### src/rtl/ddr_readback_256_if.sv
// Avalon-MM read channel plus the unpacked 32-bit lane stream of ddr_readback_256.
// master = the readback engine, slave = the memory/consumer side.
interface ddr_readback_256_if #(
    parameter int LANES = 8
);
    logic [24:0]         amm_addr;
    logic                amm_read;
    logic [6:0]          amm_burstcount;
    logic [32*LANES-1:0] amm_byteenable;
    logic                amm_ready;
    logic [32*LANES-1:0] amm_readdata;
    logic                amm_readdatavalid;

    logic [31:0]         dout;
    logic                dout_valid;
    logic                dout_ready;
    logic                dout_last;

    modport master (
        output amm_addr, amm_read, amm_burstcount, amm_byteenable,
        input  amm_ready, amm_readdata, amm_readdatavalid,
        output dout, dout_valid, dout_last,
        input  dout_ready
    );

    modport slave (
        input  amm_addr, amm_read, amm_burstcount, amm_byteenable,
        output amm_ready, amm_readdata, amm_readdatavalid,
        input  dout, dout_valid, dout_last,
        output dout_ready
    );
endinterface

### src/rtl/ddr_readback_256.sv
// Avalon-MM read master: fetches word_count 256-bit words from base_addr and
// streams them out as 32-bit lanes, lane 0 (bits 31:0) first.
module ddr_readback_256 #(
    parameter int FIFO_DEPTH = 4,
    parameter int LANES      = 8
) (
    input  logic        clk,
    input  logic        reset,
    input  logic        start,
    input  logic [24:0] base_addr,
    input  logic [15:0] word_count,
    output logic        busy,
    output logic        done,
    ddr_readback_256_if.master bus
);
    localparam int DATA_W = 32 * LANES;
    localparam int PTR_W  = $clog2(FIFO_DEPTH);
    localparam int CNT_W  = PTR_W + 1;
    localparam int LANE_W = $clog2(LANES);

    typedef enum logic [1:0] {
        S_IDLE = 2'd0,
        S_RUN  = 2'd1,
        S_FIN  = 2'd2
    } state_t;

    state_t            state_q, state_d;
    logic [24:0]       base_q, base_d;
    logic [15:0]       count_q, count_d;
    logic [15:0]       issued_q, issued_d;
    logic [15:0]       words_q, words_d;
    logic [LANE_W-1:0] lane_q, lane_d;
    logic [CNT_W-1:0]  in_flight_q, in_flight_d;
    logic [CNT_W-1:0]  used_q, used_d;
    logic [PTR_W-1:0]  wr_ptr_q, wr_ptr_d;
    logic [PTR_W-1:0]  rd_ptr_q, rd_ptr_d;
    logic              done_q, done_d;

    logic [DATA_W-1:0] fifo_mem [FIFO_DEPTH];
    logic [31:0]       lane_word [LANES];

    logic              in_run;
    logic [CNT_W:0]    outstanding;
    logic              credit_ok;
    logic              accept;
    logic              push;
    logic              pop;
    logic              lane_hs;
    logic              lane_is_last;
    logic              word_is_final;
    logic              final_hs;

    // The FIFO head is the word being unpacked; it is freed only after its last lane leaves.
    generate
        for (genvar gi = 0; gi < LANES; gi++) begin : g_lane
            assign lane_word[gi] = fifo_mem[rd_ptr_q][32*gi +: 32];
        end
    endgenerate

    assign in_run        = (state_q == S_RUN);
    assign outstanding   = {1'b0, in_flight_q} + {1'b0, used_q};
    assign credit_ok     = (outstanding < (CNT_W+1)'(FIFO_DEPTH));
    assign lane_is_last  = (lane_q == LANE_W'(LANES - 1));
    assign word_is_final = (words_q == count_q - 16'd1);

    assign bus.amm_read       = in_run && (issued_q < count_q) && credit_ok;
    assign bus.amm_addr       = base_q + 25'(issued_q);
    assign bus.amm_burstcount = 7'd1;
    assign bus.amm_byteenable = '1;
    assign bus.dout_valid     = in_run && (used_q != '0);
    assign bus.dout           = bus.dout_valid ? lane_word[lane_q] : 32'd0;
    assign bus.dout_last      = bus.dout_valid && lane_is_last && word_is_final;

    // Returns outside a run, or with nothing outstanding, are stale and dropped.
    assign accept   = bus.amm_read && bus.amm_ready;
    assign push     = in_run && bus.amm_readdatavalid && (in_flight_q != '0);
    assign lane_hs  = bus.dout_valid && bus.dout_ready;
    assign pop      = lane_hs && lane_is_last;
    assign final_hs = pop && word_is_final;

    assign busy = (state_q != S_IDLE);
    assign done = done_q;

    always_comb begin
        state_d     = state_q;
        base_d      = base_q;
        count_d     = count_q;
        issued_d    = issued_q;
        words_d     = words_q;
        lane_d      = lane_q;
        in_flight_d = in_flight_q;
        used_d      = used_q;
        wr_ptr_d    = wr_ptr_q;
        rd_ptr_d    = rd_ptr_q;
        done_d      = (state_q == S_FIN);

        case (state_q)
            S_IDLE: begin
                if (start) begin
                    base_d      = base_addr;
                    count_d     = word_count;
                    issued_d    = '0;
                    words_d     = '0;
                    lane_d      = '0;
                    in_flight_d = '0;
                    used_d      = '0;
                    wr_ptr_d    = '0;
                    rd_ptr_d    = '0;
                    state_d     = (word_count == 16'd0) ? S_FIN : S_RUN;
                end
            end
            S_RUN: begin
                issued_d    = issued_q + 16'(accept);
                in_flight_d = in_flight_q + CNT_W'(accept) - CNT_W'(push);
                used_d      = used_q + CNT_W'(push) - CNT_W'(pop);
                wr_ptr_d    = wr_ptr_q + PTR_W'(push);
                rd_ptr_d    = rd_ptr_q + PTR_W'(pop);
                if (lane_hs) begin
                    lane_d = lane_is_last ? '0 : lane_q + LANE_W'(1);
                end
                if (pop) begin
                    words_d = words_q + 16'd1;
                end
                if (final_hs) begin
                    state_d = S_FIN;
                end
            end
            S_FIN: begin
                state_d = S_IDLE;
            end
            default: begin
                state_d = S_IDLE;
            end
        endcase
    end

    always_ff @(posedge clk or posedge reset) begin
        if (reset) begin
            state_q     <= S_IDLE;
            base_q      <= '0;
            count_q     <= '0;
            issued_q    <= '0;
            words_q     <= '0;
            lane_q      <= '0;
            in_flight_q <= '0;
            used_q      <= '0;
            wr_ptr_q    <= '0;
            rd_ptr_q    <= '0;
            done_q      <= 1'b0;
        end else begin
            state_q     <= state_d;
            base_q      <= base_d;
            count_q     <= count_d;
            issued_q    <= issued_d;
            words_q     <= words_d;
            lane_q      <= lane_d;
            in_flight_q <= in_flight_d;
            used_q      <= used_d;
            wr_ptr_q    <= wr_ptr_d;
            rd_ptr_q    <= rd_ptr_d;
            done_q      <= done_d;
        end
    end

    always_ff @(posedge clk) begin
        if (push) begin
            fifo_mem[wr_ptr_q] <= bus.amm_readdata;
        end
    end
endmodule
### src/flat_wrapper.sv
// flat-port wrapper written by rule: the top's interface ports become plain ports
module ddr_readback_256_flat 
#(
    parameter int FIFO_DEPTH = 4,
    parameter int LANES      = 8
)
  (clk, reset, start, base_addr, word_count, busy, done, bus_amm_addr, bus_amm_read, bus_amm_burstcount, bus_amm_byteenable, bus_amm_ready, bus_amm_readdata, bus_amm_readdatavalid, bus_dout, bus_dout_valid, bus_dout_last, bus_dout_ready);
  ddr_readback_256_if #(.LANES(LANES)) bus_i ();
  input  logic clk;
  input  logic reset;
  input  logic start;
  input  logic [24:0] base_addr;
  input  logic [15:0] word_count;
  output logic busy;
  output logic done;
  output wire logic [$bits(bus_i.amm_addr)-1:0] bus_amm_addr;
  output wire logic [$bits(bus_i.amm_read)-1:0] bus_amm_read;
  output wire logic [$bits(bus_i.amm_burstcount)-1:0] bus_amm_burstcount;
  output wire logic [$bits(bus_i.amm_byteenable)-1:0] bus_amm_byteenable;
  input wire logic [$bits(bus_i.amm_ready)-1:0] bus_amm_ready;
  input wire logic [$bits(bus_i.amm_readdata)-1:0] bus_amm_readdata;
  input wire logic [$bits(bus_i.amm_readdatavalid)-1:0] bus_amm_readdatavalid;
  output wire logic [$bits(bus_i.dout)-1:0] bus_dout;
  output wire logic [$bits(bus_i.dout_valid)-1:0] bus_dout_valid;
  output wire logic [$bits(bus_i.dout_last)-1:0] bus_dout_last;
  input wire logic [$bits(bus_i.dout_ready)-1:0] bus_dout_ready;
  assign bus_amm_addr = bus_i.amm_addr;
  assign bus_amm_read = bus_i.amm_read;
  assign bus_amm_burstcount = bus_i.amm_burstcount;
  assign bus_amm_byteenable = bus_i.amm_byteenable;
  assign bus_i.amm_ready = bus_amm_ready;
  assign bus_i.amm_readdata = bus_amm_readdata;
  assign bus_i.amm_readdatavalid = bus_amm_readdatavalid;
  assign bus_dout = bus_i.dout;
  assign bus_dout_valid = bus_i.dout_valid;
  assign bus_dout_last = bus_i.dout_last;
  assign bus_i.dout_ready = bus_dout_ready;
  ddr_readback_256 #(.FIFO_DEPTH(FIFO_DEPTH), .LANES(LANES)) u_core (.clk(clk), .reset(reset), .start(start), .base_addr(base_addr), .word_count(word_count), .busy(busy), .done(done), .bus(bus_i));
endmodule
### config.mk
export PLATFORM = sky130hd
export DESIGN_NAME = ddr_readback_256_flat
export DESIGN_NICKNAME = d
export VERILOG_FILES = /design/src/rtl/ddr_readback_256_if.sv /design/src/rtl/ddr_readback_256.sv /design/src/flat_wrapper.sv
export SDC_FILE = /design/constraint.sdc
export NUM_CORES = 1
export LEC_CHECK = 0
export BUFFER_PORTS_ARGS = -buffer_cell sky130_fd_sc_hd__buf_2
export CORE_ASPECT_RATIO = 0.6
export CORE_MARGIN = 1.5
export CORE_UTILIZATION = 46
export CTS_CLUSTER_SIZE = 16
export DETAILED_ROUTE_END_ITERATION = 8
export PLACE_DENSITY = 0.69
export SETUP_SLACK_MARGIN = 0.02
export SLEW_MARGIN = 5
export SYNTH_ARGS = -nofsm -noshare
export SYNTH_HDL_FRONTEND = slang
export SYNTH_SLANG_ARGS = --single-unit
### constraint.sdc
create_clock -name clk -period 19.5 [get_ports clk]
set_clock_uncertainty 0.05 [all_clocks]
set_input_delay 3.9 -clock clk [delete_from_list [all_inputs] [get_ports clk]]
set_output_delay 3.9 -clock clk [all_outputs]
set_load 0.01 [all_outputs]
==> out/metrics.yaml <==
status: "finished clean"
post-route-period-util_pct: 47.53
num_vias: 22880
netlist_area_um2: 46440
die_w_um: 413.2
slew_headroom_pct: 23.70
fin_util_pct: 52.10
seq_area_frac_synth_pct: 71.01
synth_enable_flop_cells: 1024
ir_drop_uv: 79.17
crit_family: "buffers and inverters"
grtUsageMet3_pct: 5.463
layout_common_cells: "edfxtp_1 (1024), buf_2 (364), mux4_2 (320), conb_1 (263), nand2_1 (136)"
cp_slowest_cell: "dfrtp_4"
core_um2: 100300
hold_viol_final: 0
syn_inst: 2411
finalSetupTns_ps: 0
synth.distinct_cells: 63
gr-usage-met2_pct: 29.86
worst_pin_slew_ps: 1145
cts_tree: "done"
p_total_mw: 7.085
drt-initial-drc-count: 2012
dp_hpwl_mm: 64.56
rsz0062_at_grt: "no"
drcViolationCount: 0
ctsResizeCount: 0
postLayoutCellArea_um2: 52270
ys_async_sr_fraction_pct: 7.996
ios: 628
num_rows: 90
end_kind: "output pin"
grt_max_degree: 135
initial_utilization_pct: 46.29
syn_to_final_growth_pct: 12.55
clk_latency_ps: 700
critPathKind: "flip-flop to output pin"
synth_flop_cell: "edfxtp_1"
gp_congestion: 0.8591
use_met1_pct: 28.54
period_needed_ps: 9267
grt_most_used_layer: "met2"
vias_per_cell: 5.385
clk_pin_slew_worst_paths_ps: 60
setup_viol: 0
clock_sinks: 1113
grt_pass1_vias: 23140
htreeDepth: 3
cp-start-kind: "flip-flop"
worstPathCellList: "buf_4 -> buf_4 -> mux4_2 -> mux4_2 -> mux2i_1 -> nor2_1 -> buf_2"
ctsHoldBuffers: 0
fin_cells: 4249
ys_warn_count: 0
fmax_mhz: 107.9
final_common_cell: "edfxtp_1"
synth.avg_cell_area_um2: 19.26
worstHoldPathType: "flip-flop to flip-flop"
fin_nets: 3154
total_leakage_power_nw: 18.06
grt_usage_pct: 19.80
post_cts_buffers: 0
required_ps: 15550
antenna_left: 0
drt-total-wl_mm: 102.0
placed_cell_area_um2: 48810
power.density_nw_per_um2: 135.6
grt-ovfl-total: 0
cts_made_buffers: 102
cts_root_buffer: "clkbuf_16"
drv_cap: 0
dp_cells: 4033
wl_per_cell_um: 24.00
grt_pass1_wl_mm: 151.4
cp_max_fo: 50
arrival_ps: 5320
clockBufferDepth: 3
layout-drive-gt1-share_pct: 30.74
slew_violations: 0
dr.pass1.iters: 6
die_h_um: 249.1
antenna_found_initial: 60
dieArea_um2: 102900
crit_buf_inv: 3
cp_slowest_stage_delay_ps: 1090
synth_seq_cells: 1113
numPortBuffers: 364
worst paths after layout:
kind,start,to,slack [ps],depth (start not counted)
max in group asynchronous,reset,u_core.lane_q[2],14980,3
worst max-delay path,u_core.rd_ptr_q[0],bus_dout[2],10230,7
min in group asynchronous,reset,u_core.used_q[0],3150,2
worst max register to register,u_core.state_q[0],u_core.fifo_mem[2][240],14640,9
worst min-delay path,u_core.base_q[8],u_core.base_q[8],440,2
worst min register to register,u_core.base_q[8],u_core.base_q[8],440,2
synthesized netlist by cell type, drive strengths merged, types with 3 or more instances:
master,count,area share [%]
and4,3,0.057
nand2,136,1.1
nand3,25,0.27
o21ai,50,0.54
nor2,63,0.51
or4,4,0.089
nor3,14,0.15
a21oi,26,0.28
and3,13,0.18
edfxtp,1024,66
a211o,4,0.078
xnor2,29,0.55
o211ai,4,0.065
nand2b,4,0.054
and2,5,0.067
inv,33,0.27
o21bai,4,0.065
a22o,6,0.11
xor2,26,0.49
fa,3,0.13
a31oi,4,0.054
clkbuf,59,0.48
a21o,7,0.11
o21a,3,0.048
mux2i,37,0.80
or3,4,0.054
nor4,9,0.12
buf,306,4.7
nor2b,6,0.081
nand4,12,0.16
mux4,320,16
ha,45,1.2
dfrtp,89,4.8
worst register-to-register path, cell delays in order, from the launching register on:
cell and delay (ps):
dfrtp_1 400, nor2b_1 150, buf_4 310, o311ai_1 330, inv_1 240, nand2_1 120, nor2_4 110, buf_4 850
buf_4 970, buf_4 890
per-stage QoR:
step / hold slack (ps) / worst slack [ps]
after detailed placement: 421.6 / 10710
after global routing: 478.2 / 9686
final: 440.6 / 10230
after floorplan: 399.7 / 3579
after CTS: 438.0 / 9931
after global placement: 418.3 / 10760
layout make-up:
class	instances	area [um2]
Antenna cell	23	57.56
Fill cell	7875	48060
Timing Repair Buffer	392	2057
Multi-Input combinational cell	1161	11970
Tap cell	1334	1669
Clock inverter	62	674.4
Clock buffer	131	2723
Sequential cell	1113	33000
Inverter	33	125.1
logic make-up (layout without fill, tap and decap cells):
| group | after synthesis | in the layout | synth area share [%] |
|---|---|---|---|
| and+or+nand+nor | 307 | 307 | 3.061 |
| AOI/OAI and AO/OA | 129 | 129 | 1.738 |
| muxes | 359 | 359 | 16.36 |
| xor gates and xnor gates | 55 | 55 | 1.037 |
| buffers and inverters | 398 | 618 | 5.437 |
| other | 2 | 286 | 0.01617 |
| adders and majority gates | 48 | 48 | 1.342 |
| DFF | 1113 | 1113 | 71.01 |
report_power, final:
part	internal, mW	switching (mW)	total, mW	leakage, nW
registers	3.08	0.225	3.30	10.5
logic	0.794	0.969	1.76	5.93
clock network	1.13	0.888	2.02	1.64
total	5.00	2.08	7.09	18.1
flip-flops by register name, indices dropped and copies added (netlist names):
signal / count
u_core.wr_ptr_q: 2
u_core.in_flight_q: 3
u_core.base_q: 25
u_core.words_q: 16
u_core.count_q: 16
u_core.fifo_mem: 1024
u_core.used_q: 3
u_core.rd_ptr_q: 2
u_core.done: 1
u_core.lane_q: 3
u_core.state_q: 2
u_core.issued_q: 16
layer usage:
metal  vias to the layer above  part of all wire, %
met5                         -                 0.23
li1                       9918                    -
met1                     11950                   43
met4                        40                  2.5
met3                       209                  7.6
met2                       759                   47
No activity file was read; power rests on OpenSTA's default activity.
